<file path="config.mk">
export PLATFORM = sky130hd
export DESIGN_NAME = layer_sequencer
export DESIGN_NICKNAME = d
export VERILOG_FILES = /design/src/rtl/layer_sequencer.sv
export SDC_FILE = /design/constraint.sdc
export NUM_CORES = 1
export LEC_CHECK = 0
export CAP_MARGIN = 0
export CORE_MARGIN = 4
export CORE_UTILIZATION = 51
export DETAILED_ROUTE_END_ITERATION = 10
export PLACE_DENSITY_LB_ADDON = 0.05
export SYNTH_ARGS = -nofsm -noshare
export SYNTH_HDL_FRONTEND = slang
export SYNTH_SLANG_ARGS = --single-unit
</file>
<file path="constraint.sdc">
create_clock -name clk -period 2.9 [get_ports clk]
set_clock_uncertainty 0.05 [all_clocks]
set_input_delay 0.87 -clock clk [delete_from_list [all_inputs] [get_ports clk]]
set_output_delay 0.87 -clock clk [all_outputs]
set_load 0.05 [all_outputs]
</file>
<file path="src/rtl/layer_sequencer.sv">
// Inference scheduler: runs the layer engines strictly in index order, one at a time, and muxes
// the shared weight-ROM address from whichever engine is running.
module layer_sequencer #(
   parameter int unsigned NUM_LAYERS = 3,
   parameter int unsigned ROM_AW     = 11,
   parameter int unsigned TIMEOUT    = 200000,
   parameter int unsigned LW         = 2
) (
   input  logic                           clk,
   input  logic                           iRst_n,
   input  logic                           start,
   input  logic [NUM_LAYERS-1:0]          layer_done,
   input  logic [NUM_LAYERS*ROM_AW-1:0]   layer_addr,
   output logic [NUM_LAYERS-1:0]          layer_ena,
   output logic [NUM_LAYERS-1:0]          layer_rst_n,
   output logic [ROM_AW-1:0]              addr_to_rom,
   output logic [LW-1:0]                  active_layer,
   output logic                           busy,
   output logic                           done,
   output logic                           timeout_err,
   output logic [LW-1:0]                  err_layer,
   output logic [31:0]                    cycle_count
);

   typedef enum logic [2:0] {StIdle, StArm, StRun, StFinish, StError} state_e;

   state_e                  state_q, state_d;
   logic [LW-1:0]           layer_q, layer_d;
   logic [31:0]             wdog_q, wdog_d;
   logic [NUM_LAYERS-1:0]   ena_q, ena_d;
   logic [NUM_LAYERS-1:0]   rst_n_q, rst_n_d;
   logic                    busy_q, busy_d;
   logic                    done_q, done_d;
   logic                    terr_q, terr_d;
   logic [LW-1:0]           err_layer_q, err_layer_d;
   logic [31:0]             cycle_count_q, cycle_count_d;

   logic                    sel_done;
   logic [ROM_AW-1:0]       sel_addr;
   logic                    last_layer;
   logic                    wdog_expired;

   // Only the active engine's done flag and address are ever looked at.
   always_comb begin
      sel_done = 1'b0;
      sel_addr = '0;
      for (int k = 0; k < int'(NUM_LAYERS); k++) begin
         if (layer_q == LW'(k)) begin
            sel_done = layer_done[k];
            sel_addr = layer_addr[k*ROM_AW +: ROM_AW];
         end
      end
   end

   assign last_layer   = (layer_q == LW'(NUM_LAYERS - 1));
   assign wdog_expired = (TIMEOUT != 0) && (wdog_q == 32'(TIMEOUT - 1));

   always_comb begin
      state_d       = state_q;
      layer_d       = layer_q;
      wdog_d        = wdog_q;
      err_layer_d   = err_layer_q;
      cycle_count_d = cycle_count_q;

      unique case (state_q)
         StIdle, StFinish, StError: begin
            if (start) begin
               state_d       = StArm;
               layer_d       = '0;
               err_layer_d   = '0;
               cycle_count_d = '0;
            end
         end
         StArm: begin
            state_d = StRun;
            wdog_d  = '0;
         end
         StRun: begin
            wdog_d = wdog_q + 32'd1;
            // A done arriving on the expiry cycle still counts as success.
            if (sel_done) begin
               if (last_layer) begin
                  state_d = StFinish;
               end else begin
                  state_d = StArm;
                  layer_d = layer_q + LW'(1);
               end
            end else if (wdog_expired) begin
               state_d     = StError;
               err_layer_d = layer_q;
            end
         end
         default: state_d = StIdle;
      endcase

      if ((state_q == StArm || state_q == StRun) && (cycle_count_q != 32'hFFFF_FFFF)) begin
         cycle_count_d = cycle_count_q + 32'd1;
      end

      // Engine controls are registered from the next state so they line up with it.
      ena_d   = '0;
      rst_n_d = '1;
      for (int k = 0; k < int'(NUM_LAYERS); k++) begin
         if (layer_d == LW'(k)) begin
            if (state_d == StArm) begin
               ena_d[k]   = 1'b1;
               rst_n_d[k] = 1'b0;
            end else if (state_d == StRun) begin
               ena_d[k] = 1'b1;
            end
         end
      end
      busy_d = (state_d == StArm) || (state_d == StRun);
      done_d = (state_d == StFinish);
      terr_d = (state_d == StError);
   end

   always_ff @(posedge clk) begin
      if (!iRst_n) begin
         state_q       <= StIdle;
         layer_q       <= '0;
         wdog_q        <= '0;
         ena_q         <= '0;
         rst_n_q       <= '1;
         busy_q        <= 1'b0;
         done_q        <= 1'b0;
         terr_q        <= 1'b0;
         err_layer_q   <= '0;
         cycle_count_q <= '0;
      end else begin
         state_q       <= state_d;
         layer_q       <= layer_d;
         wdog_q        <= wdog_d;
         ena_q         <= ena_d;
         rst_n_q       <= rst_n_d;
         busy_q        <= busy_d;
         done_q        <= done_d;
         terr_q        <= terr_d;
         err_layer_q   <= err_layer_d;
         cycle_count_q <= cycle_count_d;
      end
   end

   assign layer_ena    = ena_q;
   assign layer_rst_n  = rst_n_q;
   assign addr_to_rom  = (state_q == StRun) ? sel_addr : '0;
   assign active_layer = layer_q;
   assign busy         = busy_q;
   assign done         = done_q;
   assign timeout_err  = terr_q;
   assign err_layer    = err_layer_q;
   assign cycle_count  = cycle_count_q;

   ena_onehot_a: assert property (@(posedge clk) $onehot0(ena_q));

endmodule

</file>
==> flow_metrics.env <==
export IMPL_cts_hold_buf=0
export IMPL_synth_avg_cell_area_sq_um=7.903
export IMPL_cp_data_arrival_time_ns=1.98
export IMPL_numClockSinks=80
export IMPL_antenna_found_initial=0
export IMPL_grt_pass1_vias=4022
export IMPL_finalHoldViolCount=0
export IMPL_num_rows=32
export IMPL_worstSetupEndpointType="output port"
export IMPL_ys_warnings_count=0
export IMPL_p_per_area_nw_per_um2=400.3
export IMPL_die_y_microns=98.71
export IMPL_maxCapViolCount=0
export IMPL_dp_hpwl_microns=8568
export IMPL_dr_pass1_iters=5
export IMPL_fin_crit_sh=1.000
export IMPL_grt_max_degree=40
export IMPL_tightest_slew_ns=0.9678
export IMPL_ys_seq_elements=80
export IMPL_setup_viol=1
export IMPL_cts_tree="done"
export IMPL_numCtsBuffers=9
export IMPL_worstSetupStartpointType="primary input"
export IMPL_die_w_microns=98.71
export IMPL_final_util=0.7420
export IMPL_async_flop_share=0
export IMPL_initial_core_util=0.5348
export IMPL_groute_usage_overall=0.2440
export IMPL_fin_crit_ns=2.901
export IMPL_io_buffers=94
export IMPL_violations="negative setup slack"
export IMPL_clkLatencyLatePin_ns=0.35
export IMPL_setup_ws_ns=-0.001231
export IMPL_synth_edf_count=0
export IMPL_syn_area_sq_um=4197
export IMPL_n_fill_cell=598
export IMPL_nets=679
export IMPL_antenna_left=0
export IMPL_synth_nets=575
export IMPL_remaining_drc_errors=0
export IMPL_synth_cells=531
export IMPL_yosys_top_cells_area="dfxtp_1 (38%), nand2_1 (5.8%), nor2_1 (4.4%)"
export IMPL_synthFlopType="dfxtp_1"
export IMPL_synth_top_area_cell="dfxtp_1"
export IMPL_ir_drop_v=0.0003327
export IMPL_path_clk_slew_ns=0.08
export IMPL_synth_top_area_frac=0.3816
export IMPL_crit_required_ns=1.98
export IMPL_globalplace_congestion=0.9005
export IMPL_fmax_mhz=344.7
export IMPL_routedWlPerCell_microns=16.31
export IMPL_via_per_inst=6.015
export IMPL_synth_seq_area_share=0.3816
export IMPL_fin_setup_tns_ns=-0.001231
export IMPL_route_vias_total=4451
export IMPL_multiInputGateArea_sq_um=2560
export IMPL_core_area_sq_um=7848
export IMPL_cts_path_max_buffers=2
export IMPL_boundaryPins=95
export IMPL_diodes=0
export IMPL_max_slew_margin_rel=0.3541
export IMPL_die_area_sq_um=9744
export IMPL_drv_slew=0
export IMPL_cp_max_fo=1
export IMPL_cts_root_buffer="clkbuf_8"
export IMPL_register_area_sq_um=1609
export IMPL_pre_cts_slack_ns=-0.1601
export IMPL_wl_microns=12070
export IMPL_ys_types=55
export IMPL_crit_type="primary input to output port"
export IMPL_overflow=0
export IMPL_first_iter_violations=335
export IMPL_power_leakage_nw=2.031
export IMPL_syn2layout_area_growth_pct=38.76
export IMPL_drive_gt1_frac=0.1661
export IMPL_htree_levels=3
export IMPL_outcome="finished with violations"
export IMPL_grt_pass1_wl_microns=19740
export IMPL_min_path_type="flip-flop to flip-flop"
-- cell type report --
cell class	count	area share
clock buffer	10	0.02192
timing repair buffer	126	0.2256
multi-input combinational	409	0.4396
tap	102	0.02192
inverter	9	0.006446
clock inverter	4	0.008165
sequential	80	0.2763
-- worst max-delay path, stage by stage --
cell and delay (ns):
clkdlybuf4s50_1 0.45, a221o_1 0.36, o21ai_2 0.09, nor2_4 0.06, buf_12 0.15
-- routing by layer --
layer	track usage	vias up	wire [microns]
met1	0.3312	2101	5595
met3	0.04742	12	725
met4	0.08088	0	170
met5	0	-	0
li1	-	2182	-
met2	0.3900	156	5574
-- where the power goes --
group	internal, mW	total [mW]	switching [mW]
Sequential	1.11	1.12	0.0115
Combinational	0.185	0.436	0.252
Clock	0.386	0.773	0.387
Total	1.68	2.33	0.650
-- final timing paths --
path	startpoint	to	slack, ns	cells past startpoint
worst max-delay path	layer_addr[7]	addr_to_rom[7]	-0.001	5
worst min-delay path	err_layer[1]$_SDFFE_PN0P_	err_layer[1]$_SDFFE_PN0P_	0.41	2
worst max register to register	cycle_count[1]$_SDFFE_PN0P_	cycle_count[30]$_SDFFE_PN0P_	0.21	8
worst min register to register	err_layer[1]$_SDFFE_PN0P_	err_layer[1]$_SDFFE_PN0P_	0.41	2
-- cell usage in the layout (no fill, tap or decap), types with 4 or more instances in the layout --
master	instances
a21oi_1	34
a221o_1	11
a31oi_1	17
and2_1	7
and3_1	17
and4_1	7
buf_12	12
buf_4	29
clkbuf_8	9
clkdlybuf4s50_1	82
dfxtp_1	78
inv_1	8
mux2_2	5
mux2i_1	5
nand2_1	65
nand2b_1	4
nand3_1	27
nand4_1	23
nor2_1	37
nor2_4	10
nor2b_1	5
nor3_1	11
nor4_1	8
o211ai_1	4
o21a_1	4
o21ai_0	21
o21ai_2	10
o31ai_1	9
or2_2	6
or3_1	11
xnor2_1	4
-- metrics by stage --
stage | total power, mW | instance area [sq um] | instances | hold WS, ns
floorplan | 1.387 | 4274 | 531 | 0.4018
global placement | 1.550 | 5498 | 719 | 0.3924
detailed placement | 1.558 | 5498 | 719 | 0.3942
CTS | 2.332 | 5718 | 736 | 0.4059
global route | 2.437 | 5823 | 740 | 0.4414
finish | 2.331 | 5823 | 740 | 0.4058
-- sequential cells by signal (all words and copies together), names as in the netlist, 2 cells and up --
register	flops
active_layer	2
cycle_count	32
err_layer	2
layer_ena	3
layer_rst_n	3
state_q	3
wdog_q	32
-- logic make-up (layout without fill, tap and decap cells) --
| logic type | after synthesis | count (layout) | synth area share |
|---|---|---|---|
| flip-flops | 80 | 80 | 0.3816 |
| XOR/XNOR | 7 | 7 | 0.01461 |
| AO/OA/AOI/OAI | 131 | 131 | 0.2042 |
| buffers and inverters | 42 | 149 | 0.04234 |
| multiplexers | 10 | 10 | 0.02534 |
| AND/OR/NAND/NOR | 256 | 256 | 0.3169 |
| adder cells (fa/ha/maj) | 5 | 5 | 0.01491 |
-- what timing repair did --
item                                    CTS  global route
endpoints found under the setup margin   11            26
setup buffers                             3             4
pin swaps                                 0             1
endpoints found under the hold margin     0             0
resized for setup                        14            22
-- synthesized netlist by cell type, types with 3 or more instances --
| cell type | n |
|---|---|
| a21oi_1 | 34 |
| a221o_1 | 11 |
| a22o_1 | 3 |
| a311oi_1 | 3 |
| a31oi_1 | 17 |
| a41oi_1 | 3 |
| and2_1 | 7 |
| and3_1 | 18 |
| and4_1 | 7 |
| buf_2 | 7 |
| clkbuf_1 | 22 |
| dfxtp_1 | 80 |
| ha_1 | 5 |
| inv_1 | 9 |
| mux2_2 | 5 |
| mux2i_1 | 5 |
| nand2_1 | 65 |
| nand2b_1 | 4 |
| nand3_1 | 27 |
| nand4_1 | 23 |
| nor2_1 | 49 |
| nor2b_1 | 6 |
| nor3_1 | 11 |
| nor4_1 | 8 |
| o211ai_1 | 4 |
| o21a_1 | 4 |
| o21ai_0 | 32 |
| o31ai_1 | 9 |
| or2_2 | 6 |
| or3_1 | 11 |
| xnor2_1 | 4 |
| xor2_1 | 3 |
No activity file was read; power rests on OpenSTA's default activity.
